==> src/rtl/mdu_pkg.sv <==
// mdu_pkg: shared op/state encodings and default width for the multiply/divide unit
package mdu_pkg;
  localparam int WIDTH = 32;
  typedef enum logic [1:0] {OP_MULTU = 2'b00, OP_MULT = 2'b01, OP_DIVU = 2'b10, OP_DIV = 2'b11} opT;
  typedef enum logic [1:0] {S_IDLE, S_CALC, S_FIX, S_DONE} stateT;
endpackage

==> src/rtl/mul_div_unit_if.sv <==
// mul_div_unit_if: request/result bundle between the issuing stage and the multiply/divide unit
interface mul_div_unit_if #(parameter int WIDTH = mdu_pkg::WIDTH);
  logic start;
  logic [1:0] op;
  logic [WIDTH-1:0] src_a;
  logic [WIDTH-1:0] src_b;
  logic busy;
  logic done;
  logic div_zero;
  logic [2*WIDTH-1:0] mutiAns;
  modport master(output start, op, src_a, src_b, input busy, done, div_zero, mutiAns);
  modport slave(input start, op, src_a, src_b, output busy, done, div_zero, mutiAns);
endinterface

==> src/rtl/mdu_sign_fix.sv <==
// mdu_sign_fix: conditional two's-complement negate, used for magnitudes and result correction
module mdu_sign_fix #(parameter int N = 32) (
  input  logic [N-1:0] x,
  input  logic         neg,
  output logic [N-1:0] y
);
  assign y = neg ? -x : x;
endmodule

==> src/rtl/mul_div_unit.sv <==
// mul_div_unit: iterative one-bit-per-cycle multiply/divide feeding the Hi/Lo register
module mul_div_unit import mdu_pkg::*; #(parameter int WIDTH = mdu_pkg::WIDTH) (
  input logic clk,
  input logic reset,
  mul_div_unit_if.slave bus
);
  localparam int CW = $clog2(WIDTH + 1);
  stateT state;
  logic isDiv, signA, signB, busy, done, divZero;
  logic [WIDTH-1:0] aMag, bMag, rawA;
  logic [2*WIDTH:0] acc;
  logic [CW-1:0] cnt;
  logic [2*WIDTH-1:0] mutiAns;
  logic inIsDiv, inSigned, inSignA, inSignB;
  logic [WIDTH-1:0] inAbsA, inAbsB, quotFix, remFix;
  logic [2*WIDTH-1:0] prodFix;
  logic [WIDTH:0] sum, shRem, diff;
  logic borrow;
  logic [2*WIDTH:0] mulNext, divNext;

  assign inIsDiv  = bus.op == OP_DIVU || bus.op == OP_DIV;
  assign inSigned = bus.op == OP_MULT || bus.op == OP_DIV;
  assign inSignA  = inSigned & bus.src_a[WIDTH-1];
  assign inSignB  = inSigned & bus.src_b[WIDTH-1];

  mdu_sign_fix #(.N(WIDTH)) absA (.x(bus.src_a), .neg(inSignA), .y(inAbsA));
  mdu_sign_fix #(.N(WIDTH)) absB (.x(bus.src_b), .neg(inSignB), .y(inAbsB));
  mdu_sign_fix #(.N(2*WIDTH)) fixProd (.x(acc[2*WIDTH-1:0]), .neg(signA ^ signB), .y(prodFix));
  mdu_sign_fix #(.N(WIDTH)) fixQuot (.x(acc[WIDTH-1:0]), .neg(signA ^ signB), .y(quotFix));
  mdu_sign_fix #(.N(WIDTH)) fixRem (.x(acc[2*WIDTH-1:WIDTH]), .neg(signA), .y(remFix));

  // one iteration step: shift-add multiply and restoring divide on the shared accumulator
  always_comb begin
    sum     = acc[2*WIDTH:WIDTH] + (acc[0] ? {1'b0, aMag} : '0);
    mulNext = {1'b0, sum, acc[WIDTH-1:1]};
    shRem   = {acc[2*WIDTH-1:WIDTH], acc[WIDTH-1]};
    diff    = shRem - {1'b0, bMag};
    borrow  = diff[WIDTH];
    divNext = {1'b0, borrow ? shRem[WIDTH-1:0] : diff[WIDTH-1:0], acc[WIDTH-2:0], ~borrow};
  end

  // control FSM and datapath registers; outputs are registered here
  always_ff @(posedge clk or posedge reset) begin
    if (reset) begin
      state   <= S_IDLE;
      isDiv   <= 1'b0;
      signA   <= 1'b0;
      signB   <= 1'b0;
      aMag    <= '0;
      bMag    <= '0;
      rawA    <= '0;
      acc     <= '0;
      cnt     <= '0;
      busy    <= 1'b0;
      done    <= 1'b0;
      divZero <= 1'b0;
      mutiAns <= '0;
    end else begin
      case (state)
        S_IDLE: if (bus.start) begin
          isDiv   <= inIsDiv;
          signA   <= inSignA;
          signB   <= inSignB;
          aMag    <= inAbsA;
          bMag    <= inAbsB;
          rawA    <= bus.src_a;
          acc     <= {1'b0, {WIDTH{1'b0}}, inIsDiv ? inAbsA : inAbsB};
          cnt     <= '0;
          busy    <= 1'b1;
          divZero <= 1'b0;
          state   <= S_CALC;
        end
        S_CALC: begin
          acc   <= isDiv ? divNext : mulNext;
          cnt   <= cnt + CW'(1);
          state <= cnt == CW'(WIDTH - 1) ? S_FIX : S_CALC;
        end
        S_FIX: begin
          mutiAns <= !isDiv ? prodFix : bMag == '0 ? {rawA, {WIDTH{1'b1}}} : {remFix, quotFix};
          divZero <= isDiv && bMag == '0;
          busy    <= 1'b0;
          done    <= 1'b1;
          state   <= S_DONE;
        end
        S_DONE: begin
          done  <= 1'b0;
          state <= S_IDLE;
        end
        default: state <= S_IDLE;
      endcase
    end
  end

  assign bus.busy     = busy;
  assign bus.done     = done;
  assign bus.div_zero = divZero;
  assign bus.mutiAns  = mutiAns;
endmodule

==> src/flat_wrapper.sv <==
// flat-port wrapper written by rule: the top's interface ports become plain ports
module mul_div_unit_flat import mdu_pkg::*;
#(parameter int WIDTH = mdu_pkg::WIDTH)
  (clk, reset, bus_start, bus_op, bus_src_a, bus_src_b, bus_busy, bus_done, bus_div_zero, bus_mutiAns);
  mul_div_unit_if #(.WIDTH(WIDTH)) bus_i ();
  input logic clk;
  input logic reset;
  input wire logic [$bits(bus_i.start)-1:0] bus_start;
  input wire logic [$bits(bus_i.op)-1:0] bus_op;
  input wire logic [$bits(bus_i.src_a)-1:0] bus_src_a;
  input wire logic [$bits(bus_i.src_b)-1:0] bus_src_b;
  output wire logic [$bits(bus_i.busy)-1:0] bus_busy;
  output wire logic [$bits(bus_i.done)-1:0] bus_done;
  output wire logic [$bits(bus_i.div_zero)-1:0] bus_div_zero;
  output wire logic [$bits(bus_i.mutiAns)-1:0] bus_mutiAns;
  assign bus_i.start = bus_start;
  assign bus_i.op = bus_op;
  assign bus_i.src_a = bus_src_a;
  assign bus_i.src_b = bus_src_b;
  assign bus_busy = bus_i.busy;
  assign bus_done = bus_i.done;
  assign bus_div_zero = bus_i.div_zero;
  assign bus_mutiAns = bus_i.mutiAns;
  mul_div_unit #(.WIDTH(WIDTH)) u_core (.clk(clk), .reset(reset), .bus(bus_i));
endmodule
==> config.mk <==
export PLATFORM = sky130hd
export DESIGN_NAME = mul_div_unit_flat
export DESIGN_NICKNAME = d
export VERILOG_FILES = /design/src/rtl/mdu_pkg.sv /design/src/rtl/mul_div_unit_if.sv /design/src/rtl/mdu_sign_fix.sv /design/src/rtl/mul_div_unit.sv /design/src/flat_wrapper.sv
export SDC_FILE = /design/constraint.sdc
export NUM_CORES = 1
export LEC_CHECK = 0
export BUFFER_PORTS_ARGS = -buffer_cell sky130_fd_sc_hd__buf_2
export CAP_MARGIN = 20
export CELL_PAD_IN_SITES_DETAIL_PLACEMENT = 1
export CELL_PAD_IN_SITES_GLOBAL_PLACEMENT = 1
export CORE_MARGIN = 5
export CORE_UTILIZATION = 43
export DETAILED_ROUTE_END_ITERATION = 8
export PLACE_DENSITY_LB_ADDON = 0.1
export SLEW_MARGIN = 20
export SYNTH_ARGS = -nofsm -noshare
export SYNTH_HDL_FRONTEND = slang
export SYNTH_HIERARCHICAL = 1
export SYNTH_SLANG_ARGS = --single-unit
==> constraint.sdc <==
create_clock -name clk -period 8.4 [get_ports clk]
set_input_delay 2.1 -clock clk [delete_from_list [all_inputs] [get_ports clk]]
set_output_delay 2.1 -clock clk [all_outputs]
set_load 0.005 [all_outputs]
==> flow_summary_export.csv, run 1 <==
group,metric,value,unit
run_status,outcome,"finished clean",
die,initial_core_util,43.23,%
clocking,cts_tree,"yes",
clocking,cts_max_level,1,
detailed_routing,drt_iter0_drc,1140,
die,io_pins,136,
cells_and_area,nFillCells,5411,
critical_path,worst_r2r_endpoint,"u_core/acc[33]$_DFFE_PP0P_",
logic_synthesis,synth_cell_type_count,72,
critical_path,r2r_slack,3830,ps
logic_synthesis,ys_seq_elements,238,
timing,tightest_slew,1172,ps
clocking,clockBufferDepth,3,
die,core_area,45090,um^2
critical_path,path_class,"input pin to register",
timing,setup_tns,0,ps
cells_and_area,syn_to_final_growth,11.81,%
timing,slew_viol_final,0,
place,dpl.hpwl,56860,um
die,die_h,222.9,um
logic_synthesis,synthMostInstantiatedCell,"o21ai_0",
clocking,cts.clk_slew.worst_paths,60,ps
logic_synthesis,async_flop_share,100.0,%
power_and_ir_drop,ir_drop,0.2879,mV
logic_synthesis,synthesis.instances,2301,
die,die-area,49690,um^2
global_route,antenna_found_initial,1,
logic_synthesis,yosys_warnings,6,
timing,grt_setup_unrepaired,"no",
power_and_ir_drop,p_leak,8.842,nW
power_and_ir_drop,combPwrFrac,62.7,%
timing,period_minus_slack,4606,ps
power_and_ir_drop,switching_power,5.248,mW
clocking,cts_root_buf,"clkbuf_16",
global_route,grt.total_usage,29.15,%
min_path,worstHoldEndpoint,"u_core/bus.mutiAns[57]$_DFFE_PP0P_",
timing,relSlewSlack,20.77,%
clocking,clock_latency,590,ps
critical_path,slowest_stage,"nor4b_1",
cells_and_area,nets,2501,
logic_synthesis,synth-edff-count,0,
detailed_routing,drt_wl_total,75240,um
logic_synthesis,synth_area_leaders,"dfrtp_1 31%, xnor2_1 9.3%, o21ai_0 7.7%, mux2_2 5.7%, nand2_1 5.2%",
critical_path,worstPathMaxFanout,6,
min_path,holdCritPathClass,"register to register",
critical_path,cp_top_family,"simple AND/OR/NAND/NOR gates",
critical_path,crit_buf_inv,2,
critical_path,endpoint_kind,"register",
power_and_ir_drop,p_int,5.464,mW
critical_path,critPathRequiredTime,8900,ps
critical_path,crit_chain,"buf_2, inv_1, ha_1, nor4b_1, nand2_1, or3_1, o311ai_1, mux2_2, a21oi_1, o21ai_0",
power_and_ir_drop,swShare,48.99,%
global_route,grt_pass1_wl,115000,um
clocking,holdBufCountCts,0,
detailed_routing,vias,18420,
cells_and_area,drive_above_1_share,15.57,%
critical_path,slowest_delay,910,ps
place,portBuffers,135,
die,row_count,78,
logic_synthesis,synth_top_cell_area_share,30.56,%
clocking,postCtsSetupRepairBufs,0,
global_route,grt.overflow.total,0,
clocking,cts_sinks,238,
global_route,grt_max_degree,129,
timing,max_freq,217.1,MHz
critical_path,rr_startpoint,"u_core/acc[31]$_DFFE_PP0P_",
logic_synthesis,yosys.area.top_type,"dfrtp_1",
timing,clock_skew,14.01,ps
logic_synthesis,syn_area,19490,um^2
clocking,cts-resized-gates,0,
min_path,min_from,"u_core/bus.mutiAns[57]$_DFFE_PP0P_",
timing,setup_viol,0,
critical_path,rr_worst_depth,13,
detailed_routing,post_drt_wl_per_cell,25.22,um
clocking,numCtsBuffers,30,
die,fp.dieW,222.9,um
detailed_routing,drcViolationCount,0,
logic_synthesis,synth.top_cells.by_count,"300 x o21ai_0, 269 x nand2_1, 238 x dfrtp_1, 207 x xnor2_1, 108 x clkbuf_1",
timing,hold_viol_final,0,
min_path,whs_path_depth,2,
power_and_ir_drop,p_seq_share,23.0,%
logic_synthesis,avgSynthCellArea,8.471,um^2
flow_run,drv_cap,0,
detailed_routing,dr.pass1.iters,6,
power_and_ir_drop,power.total,10.71,mW
cells_and_area,n_antenna_cell,0,
detailed_routing,via_per_inst,6.174,
power_and_ir_drop,clockPowerShare,14.3,%
global_route,grt_pass1_vias,18640,
timing,fin_crit_sh,54.84,%
logic_synthesis,synth_nets,2442,
logic_synthesis,ys_seq_area_share,30.56,%
logic_synthesis,synth_flop_cell,"dfrtp_1",
timing,hold_ws,473.1,ps
detailed_routing,ant_nets,0,
place,gp_congestion,0.9316,
critical_path,crit_arrival,5110,ps
critical_path,start_kind,"input pin",
power_and_ir_drop,powerDensity,491.5,nW/um^2
## metal layers
| layer | up-vias | part of all wire (%) | routed length (um) | GRT usage, % |
|---|---|---|---|---|
| met5 | - | 0 | 0 | 0 |
| met4 | 0 | 4.2 | 3134 | 11.30 |
| met3 | 114 | 4.6 | 3488 | 3.250 |
| met2 | 526 | 46 | 34910 | 47.40 |
| met1 | 9290 | 45 | 33700 | 40.04 |
| li1 | 8486 | - | - | - |
## cells in the final DEF (no fill, tap or decap), drive strengths merged, types with 32 or more instances in the layout
cell,n
mux2,100
ha,70
or3,56
nor2,104
nor4,32
buf,162
nand2,269
clkbuf,36
o21ai,303
and2,38
xnor2,207
o31ai,56
or4,36
inv,87
o41ai,63
dfrtp,238
a21oi,101
mux2i,93
## area by class of cell
| cell class | instances | area [um^2] | area share (%) |
|---|---|---|---|
| clock buffer | 36 | 824.5 | 3.783 |
| clock inverter | 19 | 334.1 | 1.533 |
| inverter | 87 | 330.3 | 1.516 |
| multi-input combinational | 1841 | 12700 | 58.29 |
| sequential | 238 | 5959 | 27.35 |
| tap | 600 | 750.7 | 3.445 |
| timing repair buffer | 162 | 890.9 | 4.088 |
## through the flow
stage | util, % | area, um^2 | setup slack, ps | std cells
floorplan | - | 19490 | 3180 | 2301
global placement | 45.74 | 20620 | 3490 | 2928
detailed placement | 45.75 | 20630 | 3425 | 2928
CTS | 48.32 | 21790 | 3869 | 2983
global route | 48.34 | 21790 | 3605 | 2983
finish | 48.34 | 21790 | 3794 | 2983
## power by group through the flow
stage | clock network [mW] | logic [mW] | registers, mW
final | 1.53 | 6.72 | 2.46
after global routing | 1.61 | 7.40 | 2.52
after CTS | 1.56 | 6.69 | 2.43
after detailed placement | 0 | 6.64 | 2.45
after global placement | 0 | 6.45 | 2.42
after floorplan | 0 | 5.05 | 2.12
## worst max path at each step
stage	slack, ps	start	end	depth (start not counted)
4_1_cts	3870	u_core/acc[31]$_DFFE_PP0P_	u_core/acc[33]$_DFFE_PP0P_	13
6_report	3790	bus_src_a[0]	u_core/acc[30]$_DFFE_PP0P_	10
3_5_place_dp	3430	bus_src_b[7]	u_core/acc[21]$_DFFE_PP0P_	8
2_1_floorplan	3180	reset	async pin	1
3_3_place_gp	3490	bus_src_a[0]	u_core/acc[30]$_DFFE_PP0P_	10
5_1_grt	3610	u_core/acc[31]$_DFFE_PP0P_	u_core/acc[33]$_DFFE_PP0P_	13
## worst min-delay path, stage by stage (launching register included)
cell and delay (ps):
dfrtp_1 340, nand2_1 50, o21ai_0 60
## flip-flops by register name (all words and copies together), names as in the netlist, named ones only
signal and count:
u_core/aMag 32, u_core/acc 64, u_core/bMag 32, u_core/bus.busy 1
u_core/bus.div_zero 1, u_core/bus.done 1, u_core/bus.mutiAns 64, u_core/cnt 6
u_core/isDiv 1, u_core/rawA 32, u_core/signA 1, u_core/signB 1
u_core/state 1
## cells by family after synthesis
family                     Yosys count  share of synthesized area (%)
AOI/OAI and AO/OA                  653                          21.15
xor gates and xnor gates           226                          10.16
DFF                                238                          30.56
muxes                              193                          10.57
buffers and inverters              222                          4.660
and+or+nand+nor                    697                          18.21
adders and majority gates           72                          4.699
No activity file was read; power rests on OpenSTA's default activity.
==> run 2, diff against run 1 <==
--- a/config.mk
+++ b/config.mk
@@ -10,7 +10,7 @@
 export CELL_PAD_IN_SITES_DETAIL_PLACEMENT = 1
 export CELL_PAD_IN_SITES_GLOBAL_PLACEMENT = 1
 export CORE_MARGIN = 5
-export CORE_UTILIZATION = 43
+export CORE_UTILIZATION = 47
 export DETAILED_ROUTE_END_ITERATION = 8
 export PLACE_DENSITY_LB_ADDON = 0.1
 export SLEW_MARGIN = 20
==> constraint.sdc (replaced) <==
create_clock -name clk -period 4.73 [get_ports clk]
set_input_delay 1.1825 -clock clk [delete_from_list [all_inputs] [get_ports clk]]
set_output_delay 1.1825 -clock clk [all_outputs]
set_load 0.005 [all_outputs]
==> run 2 against run 1 <==
Against the previous run:
- die area is 8.1% lower
- critical path depth is 3 higher
- non-clock buffer count is 25 higher
- largest power group unchanged
- sequential share of layout area hardly changed
- largest cell class unchanged
- wire length is 4.4% lower
- flip-flop and latch count stayed put
- sequential power is 72% higher
- count of clock-buffer cells in the layout is 3 higher
- total power is 76% higher
==> flow_summary_export.csv, run 2 (same netlist as run 1, synthesis figures left out) <==
group,metric,value,unit
die,die-area,45640,um^2
timing,hold_ws,476.8,ps
clocking,cts_sinks,238,
detailed_routing,via_per_inst,6.230,
critical_path,worstPathMaxFanout,25,
flow_run,drv_cap,0,
timing,setup_tns,0,ps
cells_and_area,final_cell_mix,"300 x o21ai_0, 269 x nand2_1, 237 x dfrtp_1",
detailed_routing,drt_iter0_drc,1347,
clocking,cts.clk_slew.worst_paths,60,ps
critical_path,crit_buf_inv,2,
timing,setup_viol,0,
clocking,postCtsSetupRepairBufs,0,
critical_path,slowest_stage,"dfrtp_1",
timing,setup_ws,586.7,ps
die,core_area,40920,um^2
critical_path,endpoint_kind,"register",
clocking,cts-resized-gates,0,
detailed_routing,vias,18290,
global_route,use_met2,48.39,%
timing,tightest_slew,1050,ps
place,portBuffers,135,
critical_path,cp_top_family,"compound AO/OA/AOI/OAI gates",
clocking,clockBufferDepth,3,
timing,fin_crit_sh,87.60,%
timing,hold_viol_final,0,
cells_and_area,n_antenna_cell,0,
critical_path,crit_chain,"inv_1, ha_1, fa_1, nand2b_1, a21oi_1, o221ai_2, a211oi_1, or2_0, a32o_1, o211a_1, buf_12, mux2_4, o221ai_2",
global_route,top_usage_layer,"met2",
die,row_count,74,
cells_and_area,fin_util,53.23,%
timing,slew_viol_final,0,
power_and_ir_drop,powerDensity,866.5,nW/um^2
cells_and_area,final_area,21790,um^2
timing,period_minus_slack,4143,ps
global_route,grt_pass1_vias,18710,
clocking,numCtsBuffers,28,
cells_and_area,largestRegisters,"u_core/acc: 64 flops, u_core/bus.mutiAns: 64 flops",
power_and_ir_drop,ir_drop,0.4861,mV
detailed_routing,post_drt_wl_per_cell,24.49,um
place,place_ws,652.3,ps
critical_path,crit_arrival,4620,ps
cells_and_area,nets,2524,
place,dpl.hpwl,54560,um
die,fp.dieW,213.6,um
clocking,cts_tree,"yes",
global_route,antenna_found_initial,1,
place,dp_cells,2884,
cells_and_area,syn_to_final_growth,11.77,%
global_route,grt_pass1_wl,110100,um
critical_path,path_class,"register to register",
detailed_routing,drcViolationCount,0,
critical_path,start_kind,"register",
global_route,grt.overflow.total,0,
cells_and_area,mostFrequentLayoutCell,"o21ai_0",
global_route,grt_util_met3,3.628,%
timing,clock_skew,18.25,ps
timing,max_freq,241.4,MHz
cells_and_area,final_cells,2936,
run_status,outcome,"finished clean",
detailed_routing,drt_wl_total,71890,um
clocking,cts_root_buf,"clkbuf_16",
min_path,holdCritPathClass,"register to register",
die,io_pins,136,
die,die_h,213.6,um
detailed_routing,ant_nets,0,
clocking,cts_max_level,1,
clocking,holdBufCountCts,0,
place,dpl_cell_area,20760,um^2
power_and_ir_drop,p_leak,8.911,nW
die,initial_core_util,47.63,%
cells_and_area,nFillCells,4901,
cells_and_area,drive_above_1_share,15.97,%
critical_path,crit_top_cell,"o221ai_2",
timing,grt_setup_unrepaired,"no",
timing,relSlewSlack,29.39,%
global_route,grt.total_usage,30.82,%
critical_path,slowest_delay,530,ps
power_and_ir_drop,power.total,18.88,mW
place,gp_congestion,0.9029,
clocking,clock_latency,570,ps
global_route,grt_util_met1,42.67,%
global_route,grt_max_degree,133,
detailed_routing,dr.pass1.iters,5,
critical_path,critPathRequiredTime,5200,ps
## run 2: worst paths after layout
| path | startpoint | endpoint | slack [ps] | cells past startpoint |
|---|---|---|---|---|
| max | u_core/acc[31]$_DFFE_PP0P_ | u_core/acc[32]$_DFFE_PP0P_ | 590 | 13 |
| min | u_core/bus.mutiAns[23]$_DFFE_PP0P_ | u_core/bus.mutiAns[23]$_DFFE_PP0P_ | 480 | 2 |
| max reg2reg | u_core/acc[31]$_DFFE_PP0P_ | u_core/acc[32]$_DFFE_PP0P_ | 590 | 13 |
| min reg2reg | u_core/bus.mutiAns[23]$_DFFE_PP0P_ | u_core/bus.mutiAns[23]$_DFFE_PP0P_ | 480 | 2 |
| max in group asynchronous | reset | u_core/bus.mutiAns[16]$_DFFE_PP0P_ | 3020 | 3 |
| min in group asynchronous | reset | u_core/rawA[30]$_DFFE_PP0P_ | 730 | 2 |
## run 2: where the power goes
part,internal [mW],total [mW],switching [mW]
Clock,1.45,2.36,0.909
Sequential,2.90,4.24,1.33
Combinational,5.19,12.3,7.09
Total,9.55,18.9,9.33
## run 2: worst register-to-register path, delay by kind of cell, from the launching register on
kind | cells | cell delay (ps)
AOI/OAI and AO/OA | 6 | 1630
adders and majority gates | 2 | 630
and+or+nand+nor | 2 | 560
DFF | 1 | 530
muxes | 1 | 360
buffers and inverters | 2 | 350
## run 2: layer usage
layer	vias up	part of all wire, %
li1	8516	-
met1	9181	45
met2	473	45
met3	120	4.9
met4	0	5.5
met5	-	0
## run 2: final cells by class
class | count | area [um^2] | share of cell area, %
Inverter | 87 | 330.3 | 1.516
Tap cell | 532 | 665.6 | 3.055
Sequential cell | 238 | 5959 | 27.35
Clock buffer | 39 | 802.0 | 3.681
Timing Repair Buffer | 187 | 1141 | 5.238
Multi-Input combinational cell | 1841 | 12680 | 58.22
Clock inverter | 12 | 203.9 | 0.9361
==> run 3, diff against run 2 <==
--- a/config.mk
+++ b/config.mk
@@ -7,14 +7,11 @@
 export LEC_CHECK = 0
 export BUFFER_PORTS_ARGS = -buffer_cell sky130_fd_sc_hd__buf_2
 export CAP_MARGIN = 20
-export CELL_PAD_IN_SITES_DETAIL_PLACEMENT = 1
-export CELL_PAD_IN_SITES_GLOBAL_PLACEMENT = 1
 export CORE_MARGIN = 5
-export CORE_UTILIZATION = 47
+export CORE_UTILIZATION = 53
 export DETAILED_ROUTE_END_ITERATION = 8
-export PLACE_DENSITY_LB_ADDON = 0.1
+export PLACE_DENSITY = 0.72
 export SLEW_MARGIN = 20
 export SYNTH_ARGS = -nofsm -noshare
 export SYNTH_HDL_FRONTEND = slang
-export SYNTH_HIERARCHICAL = 1
 export SYNTH_SLANG_ARGS = --single-unit
==> run 3 against run 2 <==
Against the previous run:
- critical path depth unchanged
- clock power decreased by 7%
- synthesized cell count shrank 5.3%
- sequential share of layout area up 3.0 points
- count of clock-buffer cells in the layout unchanged
- critical path type unchanged
- sequential power shrank 20%
- hold slack got worse by 5.3 ps
- combinational power fell by 45%
- maximum frequency decreased by 0.61%
- wire length decreased by 15%
- utilization is 6.8 points higher
==> flow_summary_export.csv, run 3 <==
group,metric,value,unit
min_path,holdCritPathClass,"register to register",
timing,setup_ws,561.2,ps
cells_and_area,fin_util,60.04,%
logic_synthesis,synth.top_cells.by_count,"341 x nand2_1, 246 x o21ai_0, 237 x dfrtp_1, 179 x nor2_1, 160 x a21oi_1",
critical_path,critPathRequiredTime,5190,ps
detailed_routing,vias,16870,
critical_path,start_kind,"register",
die,fp.dieW,191.6,um
timing,clock_skew,23.08,ps
cells_and_area,n_antenna_cell,0,
timing,period_minus_slack,4169,ps
logic_synthesis,yosys.area.top_type,"dfrtp_1",
logic_synthesis,synth_cell_type_count,75,
timing,fin_crit_sh,88.13,%
cells_and_area,nFillCells,2996,
clocking,numCtsBuffers,28,
timing,setup_viol,0,
place,portBuffers,135,
place,place_ws,525.0,ps
place,gp_congestion,0.9802,
detailed_routing,dr.pass1.iters,7,
global_route,grt.overflow.total,0,
global_route,grt.total_usage,32.55,%
die,die-area,36700,um^2
logic_synthesis,syn_area,17470,um^2
detailed_routing,drcViolationCount,0,
critical_path,r2r_slack,560,ps
timing,hold_viol_final,0,
cells_and_area,syn_to_final_growth,11.80,%
place,dpl_cell_area,18610,um^2
timing,relSlewSlack,27.65,%
critical_path,rr_startpoint,"u_core.acc[0]$_DFFE_PP0P_",
cells_and_area,drive_above_1_share,11.64,%
min_path,min_from,"u_core.bus.mutiAns[62]$_DFFE_PP0P_",
logic_synthesis,synth-edff-count,0,
critical_path,crit_arrival,4630,ps
clocking,cts-resized-gates,0,
timing,grt_setup_unrepaired,"no",
timing,tightest_slew,1084,ps
clocking,holdBufCountCts,0,
cells_and_area,largestRegisters,"u_core.acc: 64 flops, u_core.bus.mutiAns: 64 flops",
clocking,clock_latency,570,ps
clocking,clockBufferDepth,3,
critical_path,endpoint_kind,"register",
logic_synthesis,yosys_warnings,0,
logic_synthesis,synth_area_leaders,"dfrtp_1 34%, nand2_1 7.3%, o21ai_0 7.0%, mux2i_1 5.4%, xnor2_1 5.4%",
cells_and_area,mostFrequentLayoutCell,"nand2_1",
detailed_routing,post_drt_wl_per_cell,22.59,um
logic_synthesis,avgSynthCellArea,8.023,um^2
global_route,grt_max_degree,116,
die,initial_core_util,53.71,%
power_and_ir_drop,powerDensity,629.5,nW/um^2
die,core_area,32540,um^2
cells_and_area,multi_input_area,10790,um^2
logic_synthesis,async_flop_share,100.0,%
detailed_routing,ant_nets,0,
power_and_ir_drop,p_leak,8.865,nW
flow_run,drv_cap,0,
clocking,cts.clk_slew.worst_paths,60,ps
clocking,cts_tree,"yes",
detailed_routing,drt_iter0_drc,1707,
critical_path,worst_r2r_endpoint,"u_core.acc[63]$_DFFE_PP0P_",
die,die_h,191.6,um
clocking,cts_max_level,1,
logic_synthesis,ys_seq_elements,237,
cells_and_area,final_area,19540,um^2
min_path,worstHoldEndpoint,"u_core.bus.mutiAns[62]$_DFFE_PP0P_",
min_path,whs_path_depth,1,
logic_synthesis,ys_seq_area_share,33.94,%
detailed_routing,drt_wl_total,61250,um
timing,slew_viol_final,0,
clocking,cts_root_buf,"clkbuf_16",
place,dpl.hpwl,46950,um
logic_synthesis,synthMostInstantiatedCell,"nand2_1",
timing,setup_tns,0,ps
critical_path,path_class,"register to register",
clocking,postCtsSetupRepairBufs,0,
global_route,grt_pass1_wl,93410,um
cells_and_area,regArea,5934,um^2
clocking,cts_sinks,237,
global_route,grt_pass1_vias,15970,
logic_synthesis,synthesis.instances,2178,
critical_path,worstPathMaxFanout,15,
cells_and_area,final_cell_mix,"340 x nand2_1, 246 x o21ai_0, 236 x dfrtp_1",
die,io_pins,136,
timing,max_freq,239.9,MHz
logic_synthesis,synth_nets,2318,
cells_and_area,nets,2388,
global_route,antenna_found_initial,0,
die,row_count,66,
run_status,outcome,"finished clean",
logic_synthesis,synth_top_cell_area_share,33.94,%
logic_synthesis,synth_flop_cell,"dfrtp_1",
detailed_routing,via_per_inst,6.223,
critical_path,rr_worst_depth,13,
power_and_ir_drop,ir_drop,0.3349,mV
==> run 3: worst max-delay path: stages (launching register included) <==
cell       delay (ps)
dfrtp_1           620
and2_1            200
ha_1              160
inv_1              60
fa_1              370
nand2b_1          190
a21oi_1           260
o211a_1           250
o21ai_0           260
a2111oi_0         690
o31ai_1           230
o21ai_0           340
a2111oi_0         170
o31ai_1           260
==> run 3: logic make-up (layout without fill, tap and decap cells) <==
logic type / after synthesis / after routing / share of synthesized area, %
mux: 96 / 96 / 5.506
simple gates: 738 / 738 / 19.35
buf+inv: 211 / 302 / 4.640
flops: 237 / 237 / 33.94
xor+xnor: 200 / 200 / 10.02
compound gates: 625 / 625 / 21.37
fa+ha+maj: 71 / 71 / 5.170
==> run 3: final cells by class <==
cell class / instances / area share (%)
multi-input combinational: 1730 / 55.23
sequential: 237 / 30.38
timing repair buffer: 184 / 5.534
clock buffer: 39 / 4.105
tap: 442 / 2.831
inverter: 67 / 1.307
clock inverter: 12 / 0.6212
==> run 3: power by group <==
group | internal (mW) | switching (mW)
clock | 1.29 | 0.903
combinational | 2.76 | 3.95
sequential | 2.52 | 0.874
total | 6.57 | 5.73
==> run 3: how the worst max path moves through the flow <==
stage                                    startpoint                          to  slack, ps
after detailed placement               bus_src_b[8]  u_core.acc[27]$_DFFE_PP0P_        520
after floorplan                               reset                   async pin        440
after CTS                 u_core.acc[0]$_DFFE_PP0P_  u_core.acc[63]$_DFFE_PP0P_        630
after global routing      u_core.acc[0]$_DFFE_PP0P_  u_core.acc[63]$_DFFE_PP0P_        150
final                     u_core.acc[0]$_DFFE_PP0P_  u_core.acc[63]$_DFFE_PP0P_        560
after global placement                 bus_src_b[8]  u_core.acc[27]$_DFFE_PP0P_        560
==> run 3: routing by layer <==
layer	up-vias	track usage, %	part of all wire (%)	wire length [um]
li1	7794	-	-	-
met1	8138	44.38	42	25760
met5	-	0	0	0
met4	0	11.52	4.2	2571
met2	793	53.27	46	28350
met3	145	4.598	7.5	4571
==> run 3: stage by stage <==
| stage | power, mW | hold WS, ps | instances |
|---|---|---|---|
| final | 12.30 | 471.5 | 2711 |
| after global routing | 13.05 | 500.2 | 2711 |
| after CTS | 12.20 | 474.9 | 2711 |
| after global placement | 9.872 | 456.9 | 2660 |
| after floorplan | 7.998 | 438.3 | 2178 |
| after detailed placement | 9.982 | 460.7 | 2660 |
